### src/rtl/noc_pkg.sv
// ============================================================================
// Module : noc_pkg
// Brief  : Shared types, port indices and route function for the NoC route stage.
//          Route order is selected by the RC_YX_ORDER_EN macro (XY when undefined).
// Rev    : 1.0  initial release
// ============================================================================
`default_nettype none

package noc_pkg;

  typedef enum logic [1:0] {
    FT_HEAD     = 2'b00,
    FT_BODY     = 2'b01,
    FT_TAIL     = 2'b10,
    FT_HEADTAIL = 2'b11
  } flit_type_e;

  localparam int P_N       = 0;
  localparam int P_E       = 1;
  localparam int P_S       = 2;
  localparam int P_W       = 3;
  localparam int P_L       = 4;
  localparam int NUM_PORTS = 5;

  // Coordinates are zero-extended to this width so one function serves any X_W/Y_W up to 16.
  localparam int COORD_W = 16;

  typedef logic [COORD_W-1:0]   coord_t;
  typedef logic [NUM_PORTS-1:0] port_oh_t;

  typedef struct packed {
    coord_t x;
    coord_t y;
  } mesh_addr_t;

  function automatic port_oh_t route_calc(input mesh_addr_t dest, input mesh_addr_t own);
    port_oh_t p;
    p = '0;
`ifdef RC_YX_ORDER_EN
    if (dest.y > own.y)      p[P_N] = 1'b1;
    else if (dest.y < own.y) p[P_S] = 1'b1;
    else if (dest.x > own.x) p[P_E] = 1'b1;
    else if (dest.x < own.x) p[P_W] = 1'b1;
    else                     p[P_L] = 1'b1;
`else
    if (dest.x > own.x)      p[P_E] = 1'b1;
    else if (dest.x < own.x) p[P_W] = 1'b1;
    else if (dest.y > own.y) p[P_N] = 1'b1;
    else if (dest.y < own.y) p[P_S] = 1'b1;
    else                     p[P_L] = 1'b1;
`endif
    return p;
  endfunction

endpackage

`default_nettype wire

### src/rtl/noc_route_compute_if.sv
// ============================================================================
// Module : noc_route_compute_if
// Brief  : Flit in/out handshake bundle around the route-computation stage.
// Rev    : 1.0  initial release
// ============================================================================
`default_nettype none

interface noc_route_compute_if
  import noc_pkg::*;
#(
  parameter int DATA_W = 32
);

  logic                 in_valid;
  logic [1:0]           in_type;
  logic [DATA_W-1:0]    in_data;
  logic                 in_ready;
  logic                 out_valid;
  logic [1:0]           out_type;
  logic [DATA_W-1:0]    out_data;
  logic [NUM_PORTS-1:0] out_port;
  logic                 out_ready;

  // master: the surrounding buffer/allocator; slave: the route stage itself
  modport master (
    output in_valid, in_type, in_data, out_ready,
    input  in_ready, out_valid, out_type, out_data, out_port
  );

  modport slave (
    input  in_valid, in_type, in_data, out_ready,
    output in_ready, out_valid, out_type, out_data, out_port
  );

endinterface

`default_nettype wire

### src/rtl/noc_route_compute.sv
// ============================================================================
// Module : noc_route_compute
// Brief  : Wormhole route-computation stage with one-cycle registered output.
//          Define RC_YX_ORDER_EN for YX dimension order (default XY).
// Rev    : 1.0  initial release
// ============================================================================
`default_nettype none

module noc_route_compute
  import noc_pkg::*;
#(
  parameter int X_W    = 4,
  parameter int Y_W    = 4,
  parameter int DATA_W = 32
) (
  input  wire logic           clk,
  input  wire logic           rst_n,
  input  wire logic [X_W-1:0] own_x_i,
  input  wire logic [Y_W-1:0] own_y_i,
  noc_route_compute_if.slave  flit_if,
  output logic                err_o
);

  typedef enum logic [0:0] {
    S_IDLE   = 1'b0,
    S_ACTIVE = 1'b1
  } state_e;

  state_e            state_q;
  port_oh_t          lock_q;
  port_oh_t          out_port_q;
  logic              out_valid_q;
  logic [1:0]        out_type_q;
  logic [DATA_W-1:0] out_data_q;
  logic              err_q;

  flit_type_e in_type;
  mesh_addr_t dest_addr;
  mesh_addr_t own_addr;
  port_oh_t   route_d;
  logic       in_ready;
  logic       accept;

  assign in_type  = flit_type_e'(flit_if.in_type);
  assign in_ready = !out_valid_q || flit_if.out_ready;
  assign accept   = flit_if.in_valid && in_ready;

  always_comb begin
    dest_addr.x = COORD_W'(flit_if.in_data[X_W-1:0]);
    dest_addr.y = COORD_W'(flit_if.in_data[X_W+Y_W-1:X_W]);
    own_addr.x  = COORD_W'(own_x_i);
    own_addr.y  = COORD_W'(own_y_i);
    route_d     = route_calc(dest_addr, own_addr);
  end

  always_ff @(posedge clk or negedge rst_n) begin
    if (!rst_n) begin
      state_q     <= S_IDLE;
      lock_q      <= '0;
      out_port_q  <= '0;
      out_valid_q <= 1'b0;
      out_type_q  <= '0;
      out_data_q  <= '0;
      err_q       <= 1'b0;
    end else begin
      err_q <= 1'b0;
      if (flit_if.out_ready) begin
        out_valid_q <= 1'b0;
      end
      if (accept) begin
        case (state_q)
          S_IDLE: begin
            case (in_type)
              FT_HEAD: begin
                lock_q      <= route_d;
                out_port_q  <= route_d;
                out_valid_q <= 1'b1;
                out_type_q  <= flit_if.in_type;
                out_data_q  <= flit_if.in_data;
                state_q     <= S_ACTIVE;
              end
              FT_HEADTAIL: begin
                out_port_q  <= route_d;
                out_valid_q <= 1'b1;
                out_type_q  <= flit_if.in_type;
                out_data_q  <= flit_if.in_data;
              end
              // Orphan BODY/TAIL: consume and drop so the input buffer cannot stall
              default: begin
                err_q <= 1'b1;
              end
            endcase
          end
          default: begin
            out_port_q  <= lock_q;
            out_valid_q <= 1'b1;
            out_type_q  <= flit_if.in_type;
            out_data_q  <= flit_if.in_data;
            if (in_type == FT_HEAD || in_type == FT_HEADTAIL) begin
              err_q <= 1'b1;
            end
            if (in_type == FT_TAIL || in_type == FT_HEADTAIL) begin
              state_q <= S_IDLE;
            end
          end
        endcase
      end
    end
  end

  assign flit_if.in_ready  = in_ready;
  assign flit_if.out_valid = out_valid_q;
  assign flit_if.out_type  = out_type_q;
  assign flit_if.out_data  = out_data_q;
  assign flit_if.out_port  = out_port_q;
  assign err_o             = err_q;

endmodule

`default_nettype wire

### src/flat_wrapper.sv
// flat-port wrapper written by rule: the top's interface ports become plain ports
module noc_route_compute_flat import noc_pkg::*;
#(
  parameter int X_W    = 4,
  parameter int Y_W    = 4,
  parameter int DATA_W = 32
)
  (clk, rst_n, own_x_i, own_y_i, err_o, flit_if_in_valid, flit_if_in_type, flit_if_in_data, flit_if_out_ready, flit_if_in_ready, flit_if_out_valid, flit_if_out_type, flit_if_out_data, flit_if_out_port);
  noc_route_compute_if #(.DATA_W(DATA_W)) flit_if_i ();
  input  wire logic clk;
  input  wire logic rst_n;
  input  wire logic [X_W-1:0] own_x_i;
  input  wire logic [Y_W-1:0] own_y_i;
  output logic err_o;
  input wire logic [$bits(flit_if_i.in_valid)-1:0] flit_if_in_valid;
  input wire logic [$bits(flit_if_i.in_type)-1:0] flit_if_in_type;
  input wire logic [$bits(flit_if_i.in_data)-1:0] flit_if_in_data;
  input wire logic [$bits(flit_if_i.out_ready)-1:0] flit_if_out_ready;
  output wire logic [$bits(flit_if_i.in_ready)-1:0] flit_if_in_ready;
  output wire logic [$bits(flit_if_i.out_valid)-1:0] flit_if_out_valid;
  output wire logic [$bits(flit_if_i.out_type)-1:0] flit_if_out_type;
  output wire logic [$bits(flit_if_i.out_data)-1:0] flit_if_out_data;
  output wire logic [$bits(flit_if_i.out_port)-1:0] flit_if_out_port;
  assign flit_if_i.in_valid = flit_if_in_valid;
  assign flit_if_i.in_type = flit_if_in_type;
  assign flit_if_i.in_data = flit_if_in_data;
  assign flit_if_i.out_ready = flit_if_out_ready;
  assign flit_if_in_ready = flit_if_i.in_ready;
  assign flit_if_out_valid = flit_if_i.out_valid;
  assign flit_if_out_type = flit_if_i.out_type;
  assign flit_if_out_data = flit_if_i.out_data;
  assign flit_if_out_port = flit_if_i.out_port;
  noc_route_compute #(.X_W(X_W), .Y_W(Y_W), .DATA_W(DATA_W)) u_core (.clk(clk), .rst_n(rst_n), .own_x_i(own_x_i), .own_y_i(own_y_i), .flit_if(flit_if_i), .err_o(err_o));
endmodule
### config.mk
export PLATFORM = sky130hd
export DESIGN_NAME = noc_route_compute_flat
export DESIGN_NICKNAME = d
export VERILOG_FILES = /design/src/rtl/noc_pkg.sv /design/src/rtl/noc_route_compute_if.sv /design/src/rtl/noc_route_compute.sv /design/src/flat_wrapper.sv
export SDC_FILE = /design/constraint.sdc
export NUM_CORES = 1
export LEC_CHECK = 0
export CAP_MARGIN = 0
export CORE_MARGIN = 2
export CORE_UTILIZATION = 30
export DETAILED_ROUTE_END_ITERATION = 10
export PLACE_DENSITY = 0.67
export SLEW_MARGIN = 20
export SYNTH_ARGS = -nofsm -noshare
export SYNTH_HDL_FRONTEND = slang
export SYNTH_SLANG_ARGS = --single-unit
### constraint.sdc
create_clock -name clk -period 2.14 [get_ports clk]
set_input_delay 0.321 -clock clk [delete_from_list [all_inputs] [get_ports clk]]
set_output_delay 0.321 -clock clk [all_outputs]
set_load 0.02 [all_outputs]
; ---- Word-level counts from Yosys, hierarchy flattened
; Cells that the tools add are included.
[op_classes]
n_eq_ne = 2
n_reduce_logical = 10
magnitude_cmp = 4
n_bitwise = 1
n_mux = 29
[op_table]
columns = cell, count
row1 = $mux 32, 2
row2 = $mux 1, 22
row3 = $mux 5, 2
row4 = $gt 4x4->1, 2
row5 = $lt 4x4->1, 2
row6 = $eq 2x2->1 const B, 2
row7 = $mux 2, 2
row8 = $logic_or 1x1->1, 3
row9 = $mux 3, 1
row10 = $reduce_and 3->1, 1
row11 = $logic_not 2->1, 1
row12 = $reduce_and 2->1, 1
row13 = $reduce_bool 2->1, 1
row14 = $reduce_or 2->1, 1
row15 = $logic_and 1x1->1, 1
row16 = $logic_not 1->1, 1
row17 = $not 1->1, 1
[totals]
word_cells = 53
ff_bits = 47
output_inout_bits = 42

; ---- Logic depth before layout (Yosys ltp)
; Gate-level depths: netlist (run 1).
[logic_depth]
word_depth = 7
depth_mapped = 8
depth_no_buf = 6

; ---- Worst setup path after synthesis (run 1)
; Ideal clock, no wire load.
[synth_timing]
kind = input-to-reg
startpoint = input port flit_if_in_type[0]
endpoint = register u_core.out_data_q[0], in the netlist u_core.flit_if.out_data[0]
slack_ns = 0.387
arrival_time_ns = 1.628
n_path_buf = 2
stages = 7
setup_time_ns = 0.125
cell_sequence = inv_1 ha_1 ha_1 and3b_1 buf_6 buf_12 mux2_4
[synth_via]
elab_chain_len = 4
elab_cells_between_ends = 5
cone_classes = eq/ne (1) / reduce/logical (4)
[synth_rtl]
columns = item, line
row1 = from (decl), flat_wrapper.sv:16  ; input wire logic [$bits(flit_if_i.in_type)-1:0] flit_if_in_type;
row2 = $eq 2x2->1 or $logic_not 2->1 (tied branches), noc_route_compute.sv:73  ; case (in_type)
row3 = $reduce_or 2->1 (no line) (*), --
row4 = $reduce_bool 2->1 (no line) (*), --
row5 = $reduce_and 2->1 (no line) (*), --
row6 = to (signal assigned), noc_route_compute.sv:79  ; out_data_q <= flit_if.in_data;
row7 = to (signal assigned), noc_route_compute.sv:86  ; out_data_q <= flit_if.in_data;
row8 = to (signal assigned), noc_route_compute.sv:98  ; out_data_q <= flit_if.in_data;
row9 = to (decl), noc_route_compute.sv:34  ; logic [DATA_W-1:0] out_data_q;
; Every way passes the cells marked *; elsewhere a longest branch is shown, timed or not.
; A chain may end at the register's enable or synchronous reset.

; ---- Worst setup path in the final report (run 1)
[layout_timing]
startpoint = input port flit_if_in_type[0]
endpoint = register u_core.out_data_q[19], in the netlist u_core.flit_if.out_data[19]
; Same word-level chain as after synthesis.

==> out/metrics.yaml, run 1 <==
outcome:
  status: "completed"
global_routing:
  grt_util_all_layers_pct: 11.8
  grt_pass1_vias: 1591
  grt_pass1_wl_mm: 7.89
  overflow: 0
  grt_max_degree: 48
  antenna_found_initial: 0
die:
  row_count: 32
  ios: 88
  coreArea_um2: 7610
  dieWidth_um: 91.8
  fp.dieArea_um2: 8430
  initial_core_util_pct: 30.4
  die_h_um: 91.8
routing:
  wl_met1_mm: 2.26
  avgViaCountPerCell: 4.30
  drt-total-wl_mm: 4.81
  drtAntennaViolNets: 0
  wl_met2_mm: 2.28
  drc: 0
  dr.pass1.iters: 4
  top_layer_used: "met4"
  wire_per_inst_um: 13.2
  vias: 1572
  drtIter0Drc: 34
  wl_met3_um: 251
setup_path:
  crit_type: "input pin to flip-flop"
  cp.arrival_ns: 2.23
  crit_fanout: 21
  critPathLaunchType: "input pin"
  required_ns: 2.32
  cp-end-kind: "flip-flop"
final_layout:
  n_fill_cell: 709
  syn2layout_area_growth_pct: 48.8
  final_nets: 321
  layout-drive-gt1-share_pct: 22.3
  diodes: 0
  post-route-util_pct: 45.2
synthesis:
  yosys.area_share.xor_xnor_pct: 0
  synth.most_common_cell: "dfrtp_1"
  syn_inst: 165
  synthMuxAreaShare_pct: 23.7
  synth.distinct_cells: 31
  synth.area.top_cells: "dfrtp_1, mux2_4, ha_1"
  synth_edf_count: 0
  async_flop_share_pct: 100
  synth_top_area_share_pct: 50.9
  synth_top_family_by_area: "multiplexers"
  syn-num-nets: 223
  syn_area_um2: 2310
  synth_area_leader_cell: "dfrtp_1"
  synth_compound_area_share_pct: 5.30
  seq_area_frac_synth_pct: 50.9
  synth_fa_ha_area_share_pct: 6.49
  synth-seq-cells: 47
  netlist_top_cells_count: "dfrtp_1, mux2_4, inv_1, ha_1, nand2_1"
  yosys_warnings: 0
  synth-simple-area-share_pct: 7.41
  synth_top_flop_cell: "dfrtp_1"
  synth_area_per_cell_um2: 14.0
hold_path:
  hp-class: "input pin to async pin"
clocking:
  clock_path_buffers: 2
  cts_resized: 0
  cts_buffers: 5
  clock-sinks: 47
  cts_setup_buffers: 0
  h-tree-depth: 2
  clk_latency_ns: 0.29
  path_clk_slew_ns: 0.09
  root_buffer: "clkbuf_8"
  cts_tree: "yes"
  holdBufCountCts: 0
job:
  maxCapViolCount: 0
sta:
  setup_ws_ns: 0.0977
  hold_viol: 0
  relSlewSlack_pct: 60.3
  setup-violations-final: 0
  report.final.slew_viol_count: 0
  clock_skew_ns: 0.00466
  timing.hold.ws_ns: 0.116
  fin_crit_sh_pct: 95.4
  fmax_ghz: 0.490
  worst_slew_pin_slew_ns: 0.595
  rsz0062_at_grt: "false"
  fin_crit_ns: 2.04
power:
  total_power_mw: 3.49
  power_density_nw_per_um2: 1010
  leakagePower_nw: 1.57
  peakVddDrop_mv: 0.376
placed_design:
  dp_slack_ns: -0.225
  dp_hpwl_mm: 3.56
  gp_congestion: 0.676
  portBuffers: 87
-- cells in the final DEF, fill, tap and decap left out, types with 3 or more instances in the layout --
| cell type | n |
|---|---|
| buf_4 | 7 |
| clkbuf_8 | 5 |
| clkdlybuf4s50_1 | 86 |
| dfrtp_1 | 47 |
| ha_1 | 12 |
| inv_1 | 14 |
| mux2_4 | 33 |
| mux2i_1 | 3 |
| nand2_1 | 12 |
| nor2_1 | 5 |
| o21ai_0 | 7 |
-- area by class of cell --
cell class	count	area, µm²	area share [%]
multi-input combinational	99	993	28.9
inverter	14	52.6	1.53
tap	102	128	3.71
sequential	47	1180	34.2
timing repair buffer	96	958	27.9
clock buffer	6	72.6	2.11
clock inverter	2	60.1	1.75
-- power by group --
group	internal, mW	total (mW)	switching, mW
logic	0.835	1.45	0.611
registers	1.14	1.28	0.141
clock network	0.467	0.763	0.296
total	2.44	3.49	1.05
-- per-stage QoR --
step / setup TNS [ns] / cell area (µm²) / cells
2_1_floorplan: 0 / 2310 / 165
3_3_place_gp: -5.95 / 3310 / 358
3_5_place_dp: -6.54 / 3310 / 358
4_1_cts: 0 / 3440 / 366
5_1_grt: 0 / 3440 / 366
6_report: 0 / 3440 / 366
-- sequential cells by signal, indices dropped and copies added (netlist names) --
| name | flops |
|---|---|
| u_core.err_o | 1 |
| u_core.flit_if.out_data | 32 |
| u_core.flit_if.out_port | 5 |
| u_core.flit_if.out_type | 2 |
| u_core.flit_if.out_valid | 1 |
| u_core.lock_q | 5 |
| u_core.state_q | 1 |
-- cell families after synthesis --
| group | count (synthesis) |
|---|---|
| buffers and inverters | 19 |
| muxes | 38 |
| DFF | 47 |
| adders and majority gates | 12 |
| and+or+nand+nor | 30 |
| AOI/OAI and AO/OA | 19 |
-- worst paths after layout --
path | start | to | slack [ns] | cells after the start
setup / recovery | flit_if_in_type[0] | u_core.flit_if.out_data[19]$_DFFE_PN0P_ | 0.1 | 7
hold / removal | rst_n | u_core.flit_if.out_data[8]$_DFFE_PN0P_ | 0.12 | 2
setup reg to reg | u_core.state_q$_DFFE_PN0P_ | u_core.flit_if.out_data[19]$_DFFE_PN0P_ | 0.38 | 5
hold reg to reg | u_core.lock_q[0]$_DFFE_PN0P_ | u_core.lock_q[0]$_DFFE_PN0P_ | 0.49 | 2
max in group asynchronous | rst_n | u_core.flit_if.out_data[18]$_DFFE_PN0P_ | 1.63 | 2
min in group clk | u_core.lock_q[0]$_DFFE_PN0P_ | u_core.lock_q[0]$_DFFE_PN0P_ | 0.49 | 2
-- metal layers --
| layer | global-route usage (%) | vias to the layer above |
|---|---|---|
| li1 | - | 763 |
| met1 | 16.4 | 752 |
| met2 | 18.6 | 55 |
| met3 | 2.96 | 2 |
| met4 | 2.61 | 0 |
| met5 | 0 | - |
-- critical path, stage by stage --
cell and delay [ns]:
clkdlybuf4s50_1 0.47, inv_1 0.06, ha_1 0.31, ha_1 0.19, and3b_2 0.31, buf_12 0.21
mux2_2 0.35
Power figures use the tool's default switching activity.
==> inputs of run 2 (changes only) <==
==> constraint.sdc (replaced) <==
create_clock -name clk -period 2.4 [get_ports clk]
set_input_delay 0.36 -clock clk [delete_from_list [all_inputs] [get_ports clk]]
set_output_delay 0.36 -clock clk [all_outputs]
set_load 0.005 [all_outputs]
==> out/metrics.yaml, run 2 (synthesis results as in run 1) <==
global_routing:
  grt_pass1_wl_mm: 8.05
  grt_pass1_vias: 1595
  antenna_found_initial: 0
  grt_max_degree: 22
  overflow: 0
  grt_util_all_layers_pct: 12.0
routing:
  drt-total-wl_mm: 4.72
  vias: 1555
  drtAntennaViolNets: 0
  avgViaCountPerCell: 4.26
  dr.pass1.iters: 4
  drc: 0
  drtIter0Drc: 69
  wire_per_inst_um: 12.9
setup_path:
  rrSetupSlack_ns: 0.51
  cp-end-kind: "flip-flop"
  slowest_delay_ns: 0.47
  cp.arrival_ns: 2.28
  crit_fanout: 21
  r2r-start: "u_core.state_q$_DFFE_PN0P_"
  cp_common_cell: "ha_1"
  timing.rr.end: "u_core.flit_if.out_data[19]$_DFFE_PN0P_"
  crit_chain: "clkdlybuf4s50_1 -> inv_1 -> ha_1 -> ha_1 -> and3b_2 -> buf_12 -> mux2_2"
  crit_type: "input pin to flip-flop"
  crit_path_end: "u_core.flit_if.out_data[19]$_DFFE_PN0P_"
  required_ns: 2.58
  cp-startpoint: "flit_if_in_type[0]"
  reg2reg_depth: 5
  critPathLaunchType: "input pin"
  slowest_stage: "clkdlybuf4s50_1"
die:
  fp.dieArea_um2: 8430
  row_count: 32
  dieWidth_um: 91.8
  ios: 88
  initial_core_util_pct: 30.4
  die_h_um: 91.8
  coreArea_um2: 7610
placed_design:
  portBuffers: 87
  dpl_cell_area_um2: 3290
  gp_congestion: 0.687
  dp_slack_ns: -0.0210
  dp_hpwl_mm: 3.54
clocking:
  cts_resized: 0
  holdBufCountCts: 1
  cts_tree: "yes"
  clock-sinks: 47
  h-tree-depth: 2
  root_buffer: "clkbuf_8"
  cts_buffers: 5
  path_clk_slew_ns: 0.09
  clock_path_buffers: 2
  clk_latency_ns: 0.30
  cts_setup_buffers: 0
sta:
  setup-violations-final: 0
  rsz0062_at_grt: "false"
  clock_skew_ns: 0.00513
  report.final.slew_viol_count: 0
  hold_viol: 0
  fin_crit_sh_pct: 87.5
  worst_slew_pin_slew_ns: 0.445
  fmax_ghz: 0.476
  setup_ws_ns: 0.301
  fin_crit_ns: 2.10
  relSlewSlack_pct: 69.9
outcome:
  status: "completed"
power:
  power_density_nw_per_um2: 782
  peakVddDrop_mv: 0.270
  leakagePower_nw: 1.54
  total_power_mw: 2.65
final_layout:
  final_area_um2: 3390
  syn2layout_area_growth_pct: 46.7
  layout-drive-gt1-share_pct: 22.1
  final_cell_mix: "clkdlybuf4s50_1, dfrtp_1, mux2_4, inv_1"
  mostFrequentLayoutCell: "clkdlybuf4s50_1"
  diodes: 0
  final_nets: 320
  largest_register_ffs: 32
hold_path:
  hp-class: "input pin to async pin"
job:
  maxCapViolCount: 0
[run 2: layout make-up]
cell class	count	area, µm²
Timing Repair Buffer	95	953
Sequential cell	47	1180
Fill cell	702	4220
Multi-Input combinational cell	99	993
Inverter	14	52.6
Clock inverter	3	20.0
Clock buffer	5	68.8
Tap cell	102	128
[run 2: worst min-delay path by stage]
stage                     start                                       to  slack, ns
after floorplan           rst_n                   u_core.err_o$_DFF_PN0_       0.06
after global placement    rst_n   u_core.flit_if.out_data[9]$_DFFE_PN0P_       0.27
after detailed placement  rst_n   u_core.flit_if.out_data[9]$_DFFE_PN0P_       0.26
after CTS                 rst_n   u_core.flit_if.out_data[9]$_DFFE_PN0P_       0.47
after global routing      rst_n  u_core.flit_if.out_data[15]$_DFFE_PN0P_       0.49
final                     rst_n   u_core.flit_if.out_data[9]$_DFFE_PN0P_       0.47
[run 2: worst max-delay path, delay by kind of cell]
kind          cells  cell delay (ns)
fa+ha+maj         2             0.52
buf+inv           3             0.74
mux               1             0.35
simple gates      1             0.30
[run 2: power by group]
group	internal (mW)	switching, mW	total (mW)	leakage, nW
sequential	1.01	0.128	1.14	0.566
clock	0.203	0.275	0.478	0.0402
combinational	0.733	0.298	1.03	0.933
total	1.95	0.701	2.65	1.54
[run 2: routing by layer]
| layer | routed length, µm | GRT usage [%] | share of wire, % | up-vias |
|---|---|---|---|---|
| met2 | 2160 | 18.8 | 46 | 53 |
| met4 | 50 | 3.36 | 1.1 | 0 |
| met5 | 0 | 0 | 0 | - |
| met1 | 2210 | 16.1 | 47 | 737 |
| met3 | 289 | 3.94 | 6.1 | 5 |
| li1 | - | - | - | 760 |
[run 2: stage by stage]
| stage | hold slack [ns] | std cells | utilization (%) | TNS, ns |
|---|---|---|---|---|
| after global placement | 0.269 | 356 | 43.3 | 0 |
| final | 0.466 | 365 | 44.6 | 0 |
| after global routing | 0.487 | 365 | 44.6 | 0 |
| after detailed placement | 0.260 | 356 | 43.3 | -0.0210 |
| after CTS | 0.469 | 365 | 44.6 | 0 |
| after floorplan | 0.0644 | 165 | - | 0 |
==> inputs of run 3 (changes only) <==
--- a/config.mk
+++ b/config.mk
@@ -5,7 +5,6 @@
 export SDC_FILE = /design/constraint.sdc
 export NUM_CORES = 1
 export LEC_CHECK = 0
-export CAP_MARGIN = 0
 export CORE_MARGIN = 2
 export CORE_UTILIZATION = 30
 export DETAILED_ROUTE_END_ITERATION = 10
==> results of run 3 <==
No change in the layout: final DEF, timing and power equal those of run 2.
